File: src/rtl/cam_pkg.sv
// Shared types for the my_cam request scheduler.
// Default CAM geometry, write request bundle and write FSM states.
package cam_pkg;

  localparam int CAM_DATA_WIDTH = 24;
  localparam int CAM_ADDR_WIDTH = 9;

  typedef struct packed {
    logic                      del;
    logic [CAM_ADDR_WIDTH-1:0] addr;
    logic [CAM_DATA_WIDTH-1:0] data;
  } cam_wr_req_t;

  typedef enum logic [1:0] {
    IDLE,
    HOLD,
    WAIT
  } cam_wr_state_t;

endpackage

File: src/rtl/cam_sync_fifo.sv
// Single-clock FIFO holding queued CAM write requests.
// Extra pointer bit separates full from empty; push+pop allowed when full.
module cam_sync_fifo #(
  parameter int WIDTH = 8,
  parameter int DEPTH = 4
) (
  input  logic             clk,
  input  logic             rst,
  input  logic             push,
  input  logic [WIDTH-1:0] din,
  input  logic             pop,
  output logic [WIDTH-1:0] dout,
  output logic             full,
  output logic             empty
);

  localparam int AW = $clog2(DEPTH);

  logic [WIDTH-1:0] mem [DEPTH];
  logic [AW:0]      wp;
  logic [AW:0]      rp;
  logic             do_push;
  logic             do_pop;

  assign empty   = (wp == rp);
  assign full    = ((wp ^ rp) == {1'b1, {AW{1'b0}}});
  assign do_pop  = pop && !empty;
  assign do_push = push && (!full || do_pop);
  assign dout    = mem[rp[AW-1:0]];

  always_ff @(posedge clk or negedge rst) begin
    if (!rst) begin
      wp <= '0;
      rp <= '0;
    end else begin
      if (do_push) wp <= wp + (AW+1)'(1);
      if (do_pop)  rp <= rp + (AW+1)'(1);
    end
  end

  always_ff @(posedge clk) begin
    if (do_push) mem[wp[AW-1:0]] <= din;
  end

endmodule

File: src/rtl/cam_req_sched.sv
// Request scheduler in front of my_cam: paced write queue plus
// a fixed-latency lookup pipe returning tagged, in-order responses.
module cam_req_sched
  import cam_pkg::*;
#(
  parameter int DATA_WIDTH = CAM_DATA_WIDTH,
  parameter int ADDR_WIDTH = CAM_ADDR_WIDTH,
  parameter int TAG_WIDTH  = 4,
  parameter int WQ_DEPTH   = 4,
  parameter int LOOKUP_LAT = 4,
  parameter int WR_HOLD    = 3
) (
  input  logic                  clk,
  input  logic                  rst,
  input  logic                  wr_valid,
  output logic                  wr_ready,
  input  logic [ADDR_WIDTH-1:0] wr_addr,
  input  logic [DATA_WIDTH-1:0] wr_data,
  input  logic                  wr_delete,
  input  logic                  lk_valid,
  output logic                  lk_ready,
  input  logic [DATA_WIDTH-1:0] lk_data,
  input  logic [TAG_WIDTH-1:0]  lk_tag,
  output logic                  rsp_valid,
  output logic [TAG_WIDTH-1:0]  rsp_tag,
  output logic                  rsp_hit,
  output logic [ADDR_WIDTH-1:0] rsp_addr,
  output logic [ADDR_WIDTH-1:0] write_addr_wire,
  output logic [DATA_WIDTH-1:0] write_data_wire,
  output logic                  write_delete_wire,
  output logic                  write_enable_wire,
  output logic [DATA_WIDTH-1:0] compare_data_wire,
  input  logic                  write_busy_reg,
  input  logic                  match_reg,
  input  logic [ADDR_WIDTH-1:0] match_addr_reg
);

  localparam int CW = (WR_HOLD > 1) ? $clog2(WR_HOLD) : 1;

  cam_wr_state_t state;
  cam_wr_req_t   push_req;
  cam_wr_req_t   head;
  logic          q_full;
  logic          q_empty;
  logic          pop;
  logic          lk_hs;
  logic [CW-1:0] hold_cnt;

  logic [LOOKUP_LAT-1:0]                pipe_v;
  logic [LOOKUP_LAT-1:0][TAG_WIDTH-1:0] pipe_tag;

  assign push_req = '{del: wr_delete, addr: wr_addr, data: wr_data};
  assign wr_ready = !q_full;
  assign pop      = (state == IDLE) && !q_empty && !write_busy_reg;
  // Lookups only issue once every accepted write has fully drained.
  assign lk_ready = (state == IDLE) && q_empty;
  assign lk_hs    = lk_valid && lk_ready;

  cam_sync_fifo #(
    .WIDTH ($bits(cam_wr_req_t)),
    .DEPTH (WQ_DEPTH)
  ) u_wq (
    .clk   (clk),
    .rst   (rst),
    .push  (wr_valid && wr_ready),
    .din   (push_req),
    .pop   (pop),
    .dout  (head),
    .full  (q_full),
    .empty (q_empty)
  );

  always_ff @(posedge clk or negedge rst) begin
    if (!rst) begin
      state             <= IDLE;
      hold_cnt          <= '0;
      write_addr_wire   <= '0;
      write_data_wire   <= '0;
      write_delete_wire <= 1'b0;
      write_enable_wire <= 1'b0;
    end else begin
      write_enable_wire <= 1'b0;
      unique case (state)
        IDLE: begin
          if (pop) begin
            write_addr_wire   <= head.addr;
            write_data_wire   <= head.data;
            write_delete_wire <= head.del;
            write_enable_wire <= 1'b1;
            hold_cnt          <= '0;
            state             <= HOLD;
          end
        end
        HOLD: begin
          if (hold_cnt == CW'(WR_HOLD - 1)) state <= WAIT;
          else hold_cnt <= hold_cnt + CW'(1);
        end
        WAIT: begin
          if (!write_busy_reg) state <= IDLE;
        end
        default: state <= IDLE;
      endcase
    end
  end

  always_ff @(posedge clk or negedge rst) begin
    if (!rst) begin
      compare_data_wire <= '0;
      pipe_v            <= '0;
      pipe_tag          <= '0;
      rsp_valid         <= 1'b0;
      rsp_tag           <= '0;
      rsp_hit           <= 1'b0;
      rsp_addr          <= '0;
    end else begin
      if (lk_hs) compare_data_wire <= lk_data;
      pipe_v[0]   <= lk_hs;
      pipe_tag[0] <= lk_tag;
      for (int i = 1; i < LOOKUP_LAT; i++) begin
        pipe_v[i]   <= pipe_v[i-1];
        pipe_tag[i] <= pipe_tag[i-1];
      end
      // Match result is sampled in the cycle it becomes valid.
      rsp_valid <= pipe_v[LOOKUP_LAT-1];
      rsp_tag   <= pipe_v[LOOKUP_LAT-1] ? pipe_tag[LOOKUP_LAT-1] : '0;
      rsp_hit   <= pipe_v[LOOKUP_LAT-1] && match_reg;
      rsp_addr  <= (pipe_v[LOOKUP_LAT-1] && match_reg) ? match_addr_reg : '0;
    end
  end

endmodule
File: config.mk
export PLATFORM = sky130hd
export DESIGN_NAME = cam_req_sched
export DESIGN_NICKNAME = d
export VERILOG_FILES = /design/src/rtl/cam_pkg.sv /design/src/rtl/cam_sync_fifo.sv /design/src/rtl/cam_req_sched.sv
export SDC_FILE = /design/constraint.sdc
export NUM_CORES = 1
export LEC_CHECK = 0
export CAP_MARGIN = 15
export CORE_UTILIZATION = 45
export CTS_CLUSTER_SIZE = 25
export DETAILED_ROUTE_END_ITERATION = 8
export HOLD_SLACK_MARGIN = 0.05
export PLACE_DENSITY_LB_ADDON = 0.2
export SETUP_SLACK_MARGIN = 0.2
export SYNTH_ARGS = -nofsm -noshare
export SYNTH_HDL_FRONTEND = slang
export SYNTH_SLANG_ARGS = --single-unit
File: constraint.sdc
create_clock -name clk -period 6.35 [get_ports clk]
set_input_delay 0.9525 -clock clk [delete_from_list [all_inputs] [get_ports clk]]
set_output_delay 0.9525 -clock clk [all_outputs]
set_load 0.03 [all_outputs]
==> results of run 1 <==
-- flip-flops by register name, indices dropped and copies added (netlist names), 2 cells and up --
signal / cells
u_wq.rp: 3
pipe_v: 4
hold_cnt: 2
pipe_tag: 16
rsp_addr: 9
u_wq.wp: 3
u_wq.mem: 136
state: 2
compare_data_wire: 24
rsp_tag: 4
write_addr_wire: 9
write_data_wire: 24
-- cell type report --
type / count / share of cell area
clock inverters: 11 / 0.0120
multi-input cells: 146 / 0.174
inverters: 6 / 0.00197
clock buffers: 34 / 0.0622
flip-flops and latches: 240 / 0.586
repair buffers: 156 / 0.136
well taps: 260 / 0.0285
-- Yosys cell counts --
cell type	count
edfxtp_1	136
nor3_1	1
dfrtp_1	104
mux2_2	40
and2_1	8
a31oi_4	1
o22ai_1	1
a31oi_1	2
mux2_4	19
nand4_4	1
clkbuf_1	4
and3_1	9
buf_6	9
a311oi_1	1
ha_1	6
inv_1	6
or3_1	1
nand3b_1	1
buf_4	2
mux2_1	1
nand2b_1	2
o21ai_0	2
xnor2_4	2
xnor2_2	1
nand2_1	4
mux4_2	34
nor3b_1	1
xnor2_1	1
or3b_2	1
xor2_1	4
nand3_1	2
-- metrics by stage --
step | instance area, um^2 | cells | total power, uW | hold slack (ns) | setup slack [ns]
6_report | 11400 | 853 | 5870 | 0.347 | 2.58
5_1_grt | 11400 | 853 | 6170 | 0.353 | 2.44
4_1_cts | 11400 | 853 | 5960 | 0.348 | 2.52
3_5_place_dp | 10600 | 808 | 4470 | 0.335 | 3.07
3_3_place_gp | 10600 | 808 | 4410 | 0.331 | 3.09
2_1_floorplan | 8800 | 407 | 3740 | 0.331 | 3.08
-- power by group --
part	internal, uW	total, uW	switching, uW
Combinational	997	2030	1040
Sequential	2130	2370	242
Clock	907	1470	562
-- metal layers --
| layer | track usage | vias up | share of wire |
|---|---|---|---|
| li1 | - | 1911 | - |
| met1 | 0.208 | 2167 | 0.42 |
| met2 | 0.290 | 98 | 0.52 |
| met3 | 0.0290 | 26 | 0.035 |
| met4 | 0.0498 | 0 | 0.026 |
| met5 | 0 | - | 0 |
-- logic make-up after synthesis --
family                     count (synthesis)  share of synthesized area
AOI/OAI and AO/OA                          7                    0.00668
xor gates and xnor gates                   8                     0.0131
adders and majority gates                  6                    0.00853
buffers and inverters                     21                     0.0175
DFF                                      240                      0.760
muxes                                     94                      0.172
and+or+nand+nor                           31                     0.0227
-- cell usage in the layout, fill, tap and decap left out, drive strengths merged, types with 5 or more instances in the layout --
cell type and n:
and2 8, inv 7, clkbuf 34, ha 6
and3 9, edfxtp 136, mux4 34, clkinv 6
mux2 60, buf 5, dfrtp 104, clkdlybuf4s50 151
-- final timing paths --
kind                                              from                          endpoint  slack, ns  depth (start not counted)
worst max-delay path            u_wq.rp[1]$_DFFE_PN0P_                          lk_ready       2.58                          4
worst min-delay path             pipe_tag[8]$_DFF_PN0_            pipe_tag[12]$_DFF_PN0_       0.35                          0
worst max register to register  u_wq.rp[1]$_DFFE_PN0P_         u_wq.mem[1][10]$_DFFE_PP_       3.29                          3
worst min register to register   pipe_tag[8]$_DFF_PN0_            pipe_tag[12]$_DFF_PN0_       0.35                          0
max in group asynchronous                          rst            u_wq.rp[1]$_DFFE_PN0P_       4.63                          2
min in group asynchronous                          rst  compare_data_wire[9]$_DFFE_PN0P_       0.43                          1
==> metrics.md, run 1 <==
| Metric | Value |
|---|---|
| Outcome | finished clean |
| Worst path arrival time | 2.82 ns |
| Post-CTS Setup Inserts | 0 |
| Cells after Synth | 407 |
| Final Net Count | 658 |
| Cell family with most CP delay | flip-flops |
| Ranking of synthesized cells by area | edfxtp_1, dfrtp_1, mux4_2 |
| Routed vias | 4202 |
| Post-Syn Area | 8800 um^2 |
| IR Drop Worst-Case VDD | 0.000312 V |
| Worst path max stage delay | 1.04 ns |
| Worst-margin pin slew | 1.02 ns |
| IO Port Bufs | 152 |
| Register area share after synthesis | 0.760 |
| FMAX | 265 MHz |
| Max_cap viols | 0 |
| Share of layout cells above drive strength 1 | 0.253 |
| Area of the core | 19000 um^2 |
| Synthesized area per cell | 21.6 um^2 |
| Initial Utilization | 0.464 |
| Hold Path Class | flip-flop to flip-flop |
| Final Util | 0.602 |
| CTS Buffer Depth | 3 |
| Die height | 142 um |
| Buf/Inv on CP | 1 |
| Area leader, netlist | edfxtp_1 |
| Detailed Place HPWL | 9700 um |
| Slew Viols, Final | 0 |
| Avg WL per Cell | 18.6 um |
| Critical path required time | 5.40 ns |
| DRC viols | 0 |
| Num CTS Buffers | 25 |
| Max stage delay cell, worst path | dfrtp_2 |
| Drt via density | 4.93 |
| Ys Warns | 0 |
| # hold bufs at CTS | 0 |
| CP max FO | 37 |
| # fillers | 1408 |
| GRT overflow | 0 |
| Drt initial violations | 221 |
| Crit path kind | flip-flop to output port |
| Vias in the first global route | 4570 |
| H-tree depth | 1 |
| Die X-Extent | 142 um |
| Syn_nets | 490 |
| Site Rows | 50 |
| CP startpoint kind | flip-flop |
| FF+latch count, synth | 240 |
| TNS Setup | 0 ns |
| Gpl congestion | 0.688 |
| Largest net degree at the start of global routing | 66 |
| WL final | 15800 um |
| Post-route ant nets | 0 |
| Post_cts resized | 0 |
| CTS Sinks | 240 |
| Pleak | 0.00435 uW |
| Synth top area share | 0.464 |
| Area delta synth->final | 29.7% |
| P per Cell Area | 515 nW/um^2 |
| Setup Viol. Count Final | 0 |
| CP Capture Type | output port |
| Tmin final | 3.77 ns |
| Clk Latency, worst-skew pair | 0.51 ns |
| Hold Fails Final Rpt | 0 |
| Skew final | 0.0183 ns |
| Register area | 6690 um^2 |
| Initial antenna violation count | 0 |
| Reg clk slew, reported paths | 0.06 ns |
| Period utilisation layout | 0.593 |
| Die area | 20100 um^2 |
| CTS tree | built |
| I/O Pins | 153 |
| Root Driver | clkbuf_16 |
| Ant diodes | 0 |
| First-pass GRT wire length | 25100 um |
| Relative slew slack | 0.323 |
| RSZ-0062 raised after global routing | false |
| CP Cell Sequence | xnor2_4, nand3_1, nor3_1, clkdlybuf4s50_1 |
| Total track usage | 0.164 |
| Yosys cell types | 31 |
| Footprint of the multi-input gates | 1980 um^2 |
| Initial DRT Pass Iterations | 4 |
No activity file was read; power rests on OpenSTA's default activity.
==> inputs of run 2 (changes only) <==
clock period = 3.9 ns   (was 6.35 ns; I/O delays follow)
==> metrics.md, run 2 (same netlist as run 1, synthesis figures left out) <==
| Metric | Value |
|---|---|
| Worst path arrival time | 2.39 ns (-0.43 ns) |
| Post-Place Cell Area | 10600 um^2 (+0.21%) |
| Final Net Count | 662 (+0.61%) |
| Met3 wire length | 683 um (+23%) |
| Met2 WL | 8260 um (+0.19%) |
| Footprint of the multi-input gates | 1980 um^2 (unchanged) |
| Gpl congestion | 0.703 (+2.2%) |
| Share of layout cells above drive strength 1 | 0.256 (+0.00333) |
| CTS Sinks | 240 (unchanged) |
| Reg clk slew, reported paths | 0.06 ns (about the same) |
| CP startpoint kind | flip-flop |
| Hold Path Class | flip-flop to flip-flop |
| CTS tree | built |
| Hold Fails Final Rpt | 0 (unchanged) |
| Pleak | 0.00438 uW (+0.73%) |
| Worst-margin pin slew | 0.940 ns (-0.0761 ns) |
| Site Rows | 50 (unchanged) |
| Initial Utilization | 0.464 (unchanged) |
| # hold bufs at CTS | 1 (+1) |
| Critical path required time | 3.31 ns (-2.09 ns) |
| Leading cell type in the layout, fill and taps excluded | clkdlybuf4s50_1 |
| Die area | 20100 um^2 (unchanged) |
| Critical R2R Capture | u_wq.mem[2][11]$_DFFE_PP_ |
| CP startpoint | u_wq.wp[0]$_DFFE_PN0P_ |
| Crit path kind | flip-flop to output port |
| Initial DRT Pass Iterations | 4 (unchanged) |
| Num CTS Buffers | 25 (unchanged) |
| Area delta synth->final | 30.4% |
| I/O Pins | 153 (unchanged) |
| Worst hold slack | 0.348 ns (+0.000856 ns) |
| CP Capture Type | output port |
| Skew final | 0.00900 ns (-0.00934 ns) |
| Max reg flops | 136 (unchanged) |
| IR Drop Worst-Case VDD | 0.000378 V (+21%) |
| Total track usage | 0.162 (-0.00254) |
| Post-CTS Setup Inserts | 0 (unchanged) |
| H-tree depth | 1 (unchanged) |
| WL final | 15700 um (-0.71%) |
| Vias in the first global route | 4550 (-0.44%) |
| Placed cells | 811 (+0.37%) |
| Largest net degree at the start of global routing | 41 (-38%) |
| Die X-Extent | 142 um (unchanged) |
| Slew Viols, Final | 0 (unchanged) |
| Most frequent cells in the layout | clkdlybuf4s50_1, edfxtp_1, dfrtp_1 |
| GRT overflow | 0 (unchanged) |
| RSZ-0062 raised after global routing | false |
| Detailed Place HPWL | 9790 um (+0.90%) |
| Root Driver | clkbuf_16 |
| Clk Latency, worst-skew pair | 0.51 ns (about the same) |
| Max_cap viols | 0 (unchanged) |
| R2r startpoint | u_wq.wp[1]$_DFFE_PN0P_ |
| Initial antenna violation count | 0 (unchanged) |
| Register area | 6690 um^2 (unchanged) |
| Fin area | 11500 um^2 (+0.56%) |
| Hold_sp | pipe_v[0]$_DFF_PN0_ |
| Top layer in use | met4 |
| TNS Setup | 0 ns (unchanged) |
| WL met1 | 6440 um (-2.6%) |
| Setup Viol. Count Final | 0 (unchanged) |
| Drt via density | 4.94 (+0.36%) |
| Reg2Reg Depth | 3 (unchanged) |
| Outcome | finished clean |
| IO Port Bufs | 152 (unchanged) |
| First-pass GRT wire length | 24700 um (-1.5%) |
| CP max FO | 7 (-81%) |
| Period utilisation layout | 0.764 |
| Tmin final | 2.98 ns |
| Routed vias | 4237 (+0.83%) |
| Worst setup endpoint | lk_ready |
| Avg WL per Cell | 18.3 um (-1.2%) |
| Reg2Reg Setup Slack | 1.55 ns (-1.74 ns) |
| Fin cells | 857 (+0.47%) |
| FMAX | 336 MHz |
| P per Cell Area | 841 nW/um^2 (+63%) |
| Drt initial violations | 195 (-12%) |
| Die height | 142 um (unchanged) |
| Post-route ant nets | 0 (unchanged) |
| # fillers | 1387 (-1.5%) |
| CTS Buffer Depth | 3 (unchanged) |
| Relative slew slack | 0.373 (+0.0507) |
| Area of the core | 19000 um^2 (unchanged) |
| DRC viols | 0 (unchanged) |
| Ant diodes | 0 (unchanged) |
| Post_cts resized | 0 (unchanged) |
==> run 2: area by class of cell <==
class	count	share of cell area
sequential	240	0.583
multi-input combinational	146	0.173
timing repair buffer	160	0.138
clock buffer	32	0.0594
tap	260	0.0283
clock inverter	13	0.0170
inverter	6	0.00196
==> run 2: through the flow <==
| step | utilization | setup WS [ns] | power, uW |
|---|---|---|---|
| after detailed placement | 0.559 | 1.15 | 7270 |
| after CTS | 0.605 | 0.892 | 9800 |
| after floorplan | - | 0.741 | 6090 |
| after global routing | 0.605 | 0.839 | 10100 |
| final | 0.605 | 0.922 | 9650 |
| after global placement | 0.559 | 1.20 | 7190 |
==> run 2: metal layers <==
layer,global-route usage,vias to the layer above
li1,-,1915
met1,0.208,2198
met2,0.283,100
met3,0.0280,24
met4,0.0487,0
met5,0,-
==> run 2: how the worst min path moves through the flow <==
stage                     slack [ns]                                to  cells past startpoint
after detailed placement        0.33             pipe_tag[5]$_DFF_PN0_                      0
after global routing            0.35               pipe_v[1]$_DFF_PN0_                      0
after floorplan                 0.29  compare_data_wire[0]$_DFFE_PN0P_                      0
after global placement          0.33             pipe_tag[8]$_DFF_PN0_                      0
after CTS                       0.35             pipe_tag[9]$_DFF_PN0_                      0
final                           0.35               pipe_v[1]$_DFF_PN0_                      0
==> run 2: critical path, stage by stage, from the launching register on <==
cell	delay (ns)
dfrtp_1	0.48
xnor2_4	0.36
nand3_1	0.13
nor3_1	0.19
clkdlybuf4s50_1	0.73
==> run 2: power by group <==
part	switching, uW	internal (uW)	total (uW)
logic	1760	1630	3390
registers	304	3460	3770
clock network	927	1560	2490
==> inputs of run 3 (changes only) <==
clock period = 3.1 ns   (was 3.9 ns; I/O delays follow)
==> metrics.md, run 3 (same netlist as run 1, synthesis figures left out) <==
| Metric | Value |
|---|---|
| Gpl congestion | 0.711 (+1.2%) |
| Sw Pwr | 3760 uW (+26%) |
| Critical path required time | 2.63 ns (-0.68 ns) |
| Total track usage | 0.160 (-0.00234) |
| Num CTS Buffers | 24 (-4.0%) |
| Die X-Extent | 142 um (unchanged) |
| Placed cells | 814 (+0.37%) |
| Worst-margin pin slew | 0.750 ns (-0.190 ns) |
| Post-route ant nets | 0 (unchanged) |
| Outcome | finished clean |
| Internal | 8290 uW (+25%) |
| Initial DRT Pass Iterations | 4 (unchanged) |
| Site Rows | 50 (unchanged) |
| Slew Viols, Final | 0 (unchanged) |
| Largest net degree at the start of global routing | 60 (+46%) |
| CTS Sinks | 240 (unchanged) |
| CP Cell Sequence | xnor2_4, nand3_1, nor3_1, clkdlybuf4s50_1 |
| Detailed Place HPWL | 9320 um (-4.7%) |
| I/O Pins | 153 (unchanged) |
| Fin cells | 859 (+0.23%) |
| IR Drop Worst-Case VDD | 0.000576 V (+52%) |
| Root Driver | clkbuf_16 |
| First-pass GRT wire length | 24400 um (-1.2%) |
| Initial antenna violation count | 0 (unchanged) |
| Vias in the first global route | 4530 (-0.44%) |
| H-tree depth | 1 (unchanged) |
| Max reg flops | 136 (unchanged) |
| Relative slew slack | 0.500 (+0.127) |
| Hold Path Class | flip-flop to flip-flop |
| Critical Path Stages | 4 (unchanged) |
| Buf/Inv on CP | 1 (unchanged) |
| Worst path arrival time | 2.31 ns (-0.08 ns) |
| Pleak | 0.00439 uW (+0.16%) |
| TNS Setup | 0 ns (unchanged) |
| Die height | 142 um (unchanged) |
| CTS Buffer Depth | 3 (unchanged) |
| CP startpoint kind | flip-flop |
| Cell family with most CP delay | buffers and inverters |
| Setup Viol. Count Final | 0 (unchanged) |
| CTS tree | built |
| Pre-CTS setup slack | 0.689 ns (-0.457 ns) |
| Share of layout cells above drive strength 1 | 0.254 (-0.00253) |
| GRT overflow | 0 (unchanged) |
| Period utilisation layout | 0.895 |
| IO Port Bufs | 152 (unchanged) |
| CP max FO | 7 (unchanged) |
| Die area | 20100 um^2 (unchanged) |
| Clock share of power | 0.244 (-0.014) |
| WL final | 15700 um (-0.20%) |
| Final Net Count | 664 (+0.30%) |
| Setup ws final | 0.324 ns (-0.598 ns) |
| Tmin final | 2.78 ns |
| Worst path max stage delay | 0.72 ns (about the same) |
| Initial Utilization | 0.464 (unchanged) |
| DRC viols | 0 (unchanged) |
| Sw frac | 0.312 (+0.00165) |
| Hold Fails Final Rpt | 0 (unchanged) |
| Ant diodes | 0 (unchanged) |
| # fillers | 1378 (-0.65%) |
| Fin area | 11500 um^2 (+0.22%) |
| Area of the core | 19000 um^2 (unchanged) |
| Post_cts resized | 0 (unchanged) |
| Post-Place Cell Area | 10700 um^2 (+0.69%) |
| Reg clk slew, reported paths | 0.06 ns (about the same) |
| Avg WL per Cell | 18.3 um (-0.43%) |
| Skew final | 0.00913 ns (+0.000126 ns) |
| RSZ-0062 raised after global routing | false |
| Crit path kind | flip-flop to output port |
| Max_cap viols | 0 (unchanged) |
| Drt via density | 4.97 (+0.43%) |
| FMAX | 360 MHz |
| Most frequent cells in the layout | clkdlybuf4s50_1, edfxtp_1, dfrtp_1 |
| Power share of the combinational group | 0.362 (+0.011) |
| Area delta synth->final | 30.7% |
| Register share of total power | 0.394 (+0.004) |
| CP Capture Type | output port |
| Reg2Reg Depth | 4 (+1) |
| Hold path depth | 0 (unchanged) |
| P per Cell Area | 1050 nW/um^2 (+25%) |
| Routed vias | 4265 (+0.66%) |
| Drt initial violations | 191 (-2.1%) |
| Max stage delay cell, worst path | clkdlybuf4s50_1 |
| Leading cell type in the layout, fill and taps excluded | clkdlybuf4s50_1 |
| Clk Latency, worst-skew pair | 0.50 ns (about the same) |
[run 3: cell count changes in the layout (fill, tap and decap cells not counted), moves of 2 or more]
cell	before	now
buf_12	0	4
bufinv_16	5	3
clkbuf_8	3	5
clkinv_1	1	5
clkinv_2	5	3
[run 3: path summary, 6_finish.rpt]
| check | startpoint | to | slack (ns) |
|---|---|---|---|
| max | u_wq.wp[1]$_DFFE_PN0P_ | lk_ready | 0.32 |
| min | pipe_tag[5]$_DFF_PN0_ | pipe_tag[9]$_DFF_PN0_ | 0.35 |
| max reg2reg | u_wq.wp[1]$_DFFE_PN0P_ | u_wq.mem[2][32]$_DFFE_PP_ | 1.04 |
| min reg2reg | pipe_tag[5]$_DFF_PN0_ | pipe_tag[9]$_DFF_PN0_ | 0.35 |
| max in group asynchronous | rst | write_enable_wire$_DFF_PN0_ | 1.74 |
| min in group asynchronous | rst | write_data_wire[4]$_DFFE_PN0P_ | 0.57 |
[run 3: layer usage]
metal	GRT usage	vias up	part of all wire
met2	0.275	121	0.51
met1	0.210	2207	0.42
met3	0.0283	20	0.052
li1	-	1917	-
met4	0.0402	0	0.015
met5	0	-	0
[run 3: timing repair]
item | CTS | global route
hold buffers | 1 | 0
setup buffers | 0 | 0
hold endpoints to repair | 6 | 0
endpoints found under the setup margin | 0 | 0
[run 3: area by class of cell]
cell class / count / area (um^2) / area share
inverters: 6 / 22.5 / 0.00196
repair buffers: 163 / 1650 / 0.144
flip-flops and latches: 240 / 6690 / 0.582
well taps: 260 / 325 / 0.0283
multi-input cells: 146 / 1980 / 0.172
clock buffers: 33 / 706 / 0.0614
clock inverters: 11 / 124 / 0.0108
[run 3: per-stage QoR]
stage | hold WS (ns) | util | total power (uW)
after floorplan | 0.169 | - | 7670
after global placement | 0.331 | 0.562 | 9120
after detailed placement | 0.335 | 0.562 | 9230
after CTS | 0.346 | 0.607 | 12200
after global routing | 0.351 | 0.607 | 12600
final | 0.345 | 0.607 | 12100
[run 3: power by group through the flow]
stage	Sequential, uW	Clock (uW)	Combinational, uW
2_1_floorplan	5540	0	2130
6_report	4750	2950	4360
5_1_grt	4850	3150	4620
4_1_cts	4760	3030	4440
3_5_place_dp	4820	0	4420
3_3_place_gp	4770	0	4350
